[src/rtl/alu_pkg.sv]
// Shared definitions for the ALU command issuer: opcode constants and FSM states.
package alu_pkg;

    localparam logic [1:0] OP_AND = 2'b00;
    localparam logic [1:0] OP_OR  = 2'b01;
    localparam logic [1:0] OP_ADD = 2'b10;
    localparam logic [1:0] OP_SUB = 2'b11;

    typedef enum logic {
        IDLE = 1'b0,
        BUSY = 1'b1
    } state_t;

endpackage

[src/rtl/alu_cmd_issuer_sync_fifo.sv]
// Synchronous first-word-fall-through FIFO with an occupancy count.
// DEPTH must be a power of two so the pointers wrap naturally.
module sync_fifo #(
    parameter int WIDTH = 8,
    parameter int DEPTH = 4,
    localparam int AW   = $clog2(DEPTH)
) (
    input  logic             clk,
    input  logic             rst,
    input  logic             push,
    input  logic [WIDTH-1:0] wr_data,
    input  logic             pop,
    output logic [WIDTH-1:0] rd_data,
    output logic             empty,
    output logic [AW:0]      count
);

    localparam logic [AW:0] FULL_CNT = (AW+1)'(DEPTH);

    logic [WIDTH-1:0] mem [DEPTH];
    logic [AW-1:0]    wr_ptr;
    logic [AW-1:0]    rd_ptr;
    logic             full;
    logic             push_ok;
    logic             pop_ok;

    assign full    = (count == FULL_CNT);
    assign empty   = (count == '0);
    assign push_ok = push && !full;
    assign pop_ok  = pop && !empty;
    assign rd_data = mem[rd_ptr];

    // Storage write; entries are only ever read when the count says they are valid.
    // NOTE: the data array is deliberately not reset -- pointers and count alone define which entries are live.
    always_ff @(posedge clk) begin
        if (push_ok) begin
            mem[wr_ptr] <= wr_data;
        end
    end

    // Pointer and occupancy bookkeeping; simultaneous push and pop leaves count unchanged.
    // NOTE: non-blocking assignments here so every register samples pre-edge values, as real flops do.
    always_ff @(posedge clk) begin
        if (rst) begin
            wr_ptr <= '0;
            rd_ptr <= '0;
            count  <= '0;
        end else begin
            if (push_ok) wr_ptr <= wr_ptr + AW'(1);
            if (pop_ok)  rd_ptr <= rd_ptr + AW'(1);
            count <= count + (AW+1)'(push_ok) - (AW+1)'(pop_ok);
        end
    end

endmodule

[src/rtl/alu_cmd_issuer.sv]
// Drives a combinational ALU from a command stream, waits a settle window,
// samples the result and queues it, tagged, for a downstream consumer.
module alu_cmd_issuer
    import alu_pkg::*;
#(
    parameter int W      = 4,
    parameter int DEPTH  = 4,
    parameter int SETTLE = 1,
    parameter int SEQ_W  = 4
) (
    input  logic             clk,
    input  logic             rst,
    input  logic             cmd_valid,
    output logic             cmd_ready,
    input  logic [1:0]       cmd_op,
    input  logic [W-1:0]     cmd_a,
    input  logic [W-1:0]     cmd_b,
    input  logic             cmd_chain,
    output logic [W-1:0]     alu_a,
    output logic [W-1:0]     alu_b,
    output logic [1:0]       alu_sel,
    input  logic [W-1:0]     alu_c,
    output logic             rsp_valid,
    input  logic             rsp_ready,
    output logic [W-1:0]     rsp_data,
    output logic             rsp_zero,
    output logic [SEQ_W-1:0] rsp_seq
);

    localparam int              CNT_W       = (SETTLE > 1) ? $clog2(SETTLE) : 1;
    localparam int              AW          = $clog2(DEPTH);
    localparam logic [AW:0]     DEPTH_CNT   = (AW+1)'(DEPTH);
    localparam logic [CNT_W-1:0] SETTLE_LOAD = CNT_W'(SETTLE - 1);

    state_t               state;
    state_t               next_state;
    logic [CNT_W-1:0]     settle_cnt;
    logic [W-1:0]         acc;
    logic [SEQ_W-1:0]     seq;
    logic                 accept;
    logic                 sample;
    logic [AW:0]          fifo_count;
    logic                 fifo_empty;
    logic [W+SEQ_W-1:0]   fifo_head;

    assign accept = cmd_valid && cmd_ready;

    // Next-state and handshake decode: accept only when idle with FIFO room, sample when the window expires.
    // NOTE: every output of this block gets a default first, so no path leaves a value unassigned and no latch is inferred.
    always_comb begin
        next_state = state;
        cmd_ready  = 1'b0;
        sample     = 1'b0;
        case (state)
            IDLE: begin
                cmd_ready = !rst && (fifo_count < DEPTH_CNT);
                if (cmd_valid && cmd_ready) next_state = BUSY;
            end
            BUSY: begin
                if (settle_cnt == '0) begin
                    sample     = 1'b1;
                    next_state = IDLE;
                end
            end
            default: next_state = IDLE;
        endcase
    end

    // State register.
    always_ff @(posedge clk) begin
        if (rst) state <= IDLE;
        else     state <= next_state;
    end

    // Operand launch, settle countdown, accumulator and sequence tag.
    always_ff @(posedge clk) begin
        if (rst) begin
            alu_a      <= '0;
            alu_b      <= '0;
            alu_sel    <= '0;
            settle_cnt <= '0;
            acc        <= '0;
            seq        <= '0;
        end else begin
            if (accept) begin
                alu_a      <= cmd_chain ? acc : cmd_a;
                alu_b      <= cmd_b;
                alu_sel    <= cmd_op;
                settle_cnt <= SETTLE_LOAD;
            end else if (state == BUSY && settle_cnt != '0) begin
                settle_cnt <= settle_cnt - CNT_W'(1);
            end
            if (sample) begin
                acc <= alu_c;
                seq <= seq + SEQ_W'(1);
            end
        end
    end

    sync_fifo #(
        .WIDTH (W + SEQ_W),
        .DEPTH (DEPTH)
    ) u_rsp_fifo (
        .clk     (clk),
        .rst     (rst),
        .push    (sample),
        .wr_data ({alu_c, seq}),
        .pop     (rsp_ready),
        .rd_data (fifo_head),
        .empty   (fifo_empty),
        .count   (fifo_count)
    );

    assign rsp_valid = !fifo_empty;
    assign rsp_data  = fifo_head[W+SEQ_W-1:SEQ_W];
    assign rsp_seq   = fifo_head[SEQ_W-1:0];
    assign rsp_zero  = (rsp_data == '0);

endmodule

[config.mk]
export PLATFORM = sky130hd
export DESIGN_NAME = alu_cmd_issuer
export DESIGN_NICKNAME = d
export VERILOG_FILES = /design/src/rtl/alu_pkg.sv /design/src/rtl/alu_cmd_issuer_sync_fifo.sv /design/src/rtl/alu_cmd_issuer.sv
export SDC_FILE = /design/constraint.sdc
export NUM_CORES = 1
export LEC_CHECK = 0
export ABC_AREA = 1
export CAP_MARGIN = 20
export CORE_ASPECT_RATIO = 1.2
export CORE_MARGIN = 2
export CORE_UTILIZATION = 48
export DETAILED_ROUTE_END_ITERATION = 16
export PLACE_DENSITY = 0.75
export SETUP_SLACK_MARGIN = 0.4
export SYNTH_ARGS = -nofsm -noshare
export SYNTH_HDL_FRONTEND = slang
export SYNTH_SLANG_ARGS = --single-unit
[constraint.sdc]
create_clock -name clk -period 1.8 [get_ports clk]
set_input_delay 0.36 -clock clk [delete_from_list [all_inputs] [get_ports clk]]
set_output_delay 0.36 -clock clk [all_outputs]
set_load 0.02 [all_outputs]
==> reports/results.ini <==
[critical_path]
crit_arrival_ns=2.15
r2r_end=u_rsp_fifo.count[2]$_SDFF_PP0_
slowest_stage=fa_2
cp_num_buf_inv=3
crit_type=reg2reg
start_kind=register
r2r_slack_ns=-0.13
cpLargestDelayFamily=adder cells
path_depth=13
path_cells=nor2_4 > nand2_4 > nand2_4 > inv_4 > ha_4 > inv_2 > ha_4 > inv_2 > fa_2 > xor2_2 > nand2_1 > nand2_1 > nor2_1
r2r.worst_path.cells=13
endpoint_kind=register
cpPeakStageDelay_ns=0.38
cp_max_fo=2
r2r-start=u_rsp_fifo.count[1]$_SDFF_PP0_
worstPathRequired_ns=2.02

[drt]
dr.pass1.iters=4
vias=2184
detail_route.vias_per_cell=4.986
drc=0
drtIter0Drc=106
wl_per_cell_microns=13.98
postRouteAntennaNets=0
drt_wl_total_mm=6.123

[clock_tree]
holdBufCountCts=0
cts_buffer_depth=2
cts.sinks=61
clk_pin_slew_ns=0.07
cts_root_buffer=clkbuf_8
cts_tree=built
cts_buffers=9
clkLatencyLatePin_ns=0.33
htreeDepth=3

[floorplanning]
die_area_sq_um=6035
initial_utilization_pct=49.51
io-pin-count=40
core_sq_um=5261
die_h_microns=84.70
rows=29
die_x_microns=71.25

[layout]
areaGrowthSynthToFinish_pct=50.14
drive_above_1_share_pct=36.17
design_area_sq_um=3911
final_util_pct=74.34
diodes=0
nets=399

[pwr]
p_leak_uw=0.001650
max-vdd-ir-drop_v=0.0009443
p_per_area_nw_per_um2=1359

[timing]
fmax_mhz=519.3
skew_ns=0.004846
period_share_pct=107.0
setup_ws_ns=-0.1257
rsz0062_at_grt=true
hold_viol=0
finalCriticalPeriod_ns=1.926
setup_viol=4
relSlewSlack_pct=77.19
maxSlewViolCount=0
tightest_slew_ns=0.3410

[placement]
port_buffers=39
place_area_sq_um=3256
gp_congestion=0.7832
dp_hpwl_mm=3.469

[min_path]
hp-start=acc[0]$_SDFFE_PP0P_
hold_path_depth=2
hold_end=acc[0]$_SDFFE_PP0P_
min_path_type=reg2reg

[yosys]
yosysTopAreaCell=edfxtp_1
synth_area_per_cell_sq_um=9.045
synth_cells=288
synthTopCellsByArea=edfxtp_1 37%, dfxtp_1 22%, nand2_1 9.5%
syn_area_sq_um=2605
synth_top_cell_area_share_pct=36.89
ys_types=22
synth_warnings=0
syn_nets=315
ys_seq_elements=61
ys_seq_area_share_pct=59.17

[run_status]
outcome=finished, violations left
violations=negative setup slack

[global_routing]
grt_pass1_vias=2037
antenna_found_initial=0
grt_pass1_wl_mm=8.990
grt_start_max_net_pins=23
groute.usage.overall_pct=19.34
overflow=0

[run]
cap_violations=0

worst max-delay path by stage:
stage | end | start | slack (ns)
6_report | u_rsp_fifo.count[2]$_SDFF_PP0_ | u_rsp_fifo.count[1]$_SDFF_PP0_ | -0.13
4_1_cts | u_rsp_fifo.count[2]$_SDFF_PP0_ | u_rsp_fifo.count[1]$_SDFF_PP0_ | -0.09
3_5_place_dp | u_rsp_fifo.count[2]$_SDFF_PP0_ | rsp_ready | -0.43
3_3_place_gp | u_rsp_fifo.count[2]$_SDFF_PP0_ | rsp_ready | -0.34
2_1_floorplan | u_rsp_fifo.count[2]$_SDFF_PP0_ | u_rsp_fifo.count[1]$_SDFF_PP0_ | -0.02
5_1_grt | u_rsp_fifo.count[2]$_SDFF_PP0_ | u_rsp_fifo.count[0]$_SDFF_PP0_ | -0.19
where the power goes:
part           leakage, uW  switching, uW  internal [uW]
registers         0.000520            108           1600
logic              0.00102           1100           1110
clock network     0.000114            496            900
worst register-to-register path, stage by stage, from the launching register on:
cell and delay, ns:
dfxtp_4 0.36, nor2_4 0.11, nand2_4 0.07, nand2_4 0.07
inv_4 0.04, ha_4 0.20, inv_2 0.07, ha_4 0.12
inv_2 0.04, fa_2 0.38, xor2_2 0.17, nand2_1 0.08
nand2_1 0.07, nor2_1 0.04
sequential cells by signal, indices dropped and copies added (netlist names), 3 cells and up, named ones only:
name / flops
alu_a: 4
seq: 4
u_rsp_fifo.count: 3
u_rsp_fifo.mem: 32
alu_b: 4
acc: 4
cells in the mapped netlist:
master	n
o21ai_0	17
nand2_2	1
nand3_2	1
inv_2	4
nand3b_1	1
a21oi_1	3
inv_1	35
o22ai_1	4
nor2_1	61
nand4_4	1
ha_1	7
nor2_4	1
edfxtp_1	32
nand2_1	66
buf_6	4
buf_4	1
nor3_1	1
dfxtp_1	29
fa_1	1
nand3_1	13
buf_2	4
xor2_1	1
stage by stage:
stage / total power, uW / setup WS [ns] / setup TNS (ns) / std cells / hold slack (ns)
finish: 5314 / -0.1257 / -0.3607 / 438 / 0.4985
global route: 5582 / -0.1865 / -0.6739 / 438 / 0.5274
CTS: 4934 / -0.08511 / -0.1221 / 432 / 0.4952
detailed placement: 3237 / -0.4322 / -1.329 / 402 / 0.4829
global placement: 3181 / -0.3403 / -1.025 / 402 / 0.4749
floorplan: 2612 / -0.02317 / -0.02317 / 288 / 0.4226
kinds of logic (layout without fill, tap and decap cells):
group / count (synthesis) / count (layout) / synth area share, %
simple gates: 146 / 149 / 23.15
compound gates: 24 / 24 / 4.803
fa+ha+maj: 8 / 8 / 4.131
flops: 61 / 61 / 59.17
xor+xnor: 1 / 1 / 0.3363
buf+inv: 48 / 133 / 8.405
layout by cell type (no fill, tap or decap), drive strengths merged:
cell type | netlist | final
clkbuf | 0 | 10
a21oi | 3 | 3
clkdlybuf4s50 | 0 | 17
nand4 | 1 | 4
nand2 | 67 | 67
inv | 39 | 39
edfxtp | 32 | 32
nand3b | 1 | 1
nor3 | 1 | 1
fa | 1 | 1
clkinv | 0 | 3
nor2 | 62 | 62
dlygate4sd2 | 0 | 5
ha | 7 | 7
bufinv | 0 | 3
xor2 | 1 | 1
o21ai | 17 | 17
o22ai | 4 | 4
buf | 9 | 51
nand3 | 14 | 14
clkdlybuf4s15 | 0 | 5
dfxtp | 29 | 29
final cells by class:
class | count | area, sq um
flip-flops and latches | 61 | 1553
well taps | 62 | 77.57
fillers | 323 | 1350
clock buffers | 9 | 123.9
inverters | 39 | 161.4
repair buffers | 79 | 777.0
multi-input cells | 182 | 1116
clock inverters | 6 | 102.6
metal layers:
metal	global-route usage [%]	wire length [microns]	vias to the layer above	part of all wire [%]
met3	6.363	287	19	4.7
li1	-	-	1089	-
met4	8.062	197	0	3.2
met5	0	0	-	0
met2	33.16	3213	61	52
met1	21.88	2424	1015	40
what timing repair did:
item | CTS | global route
resized for setup | 105 | 65
setup endpoints to repair | 30 | 56
pin swaps | 7 | 28
buffers inserted | 15 | 3
gates cloned | 0 | 3
(Power assumes the default switching activity.)
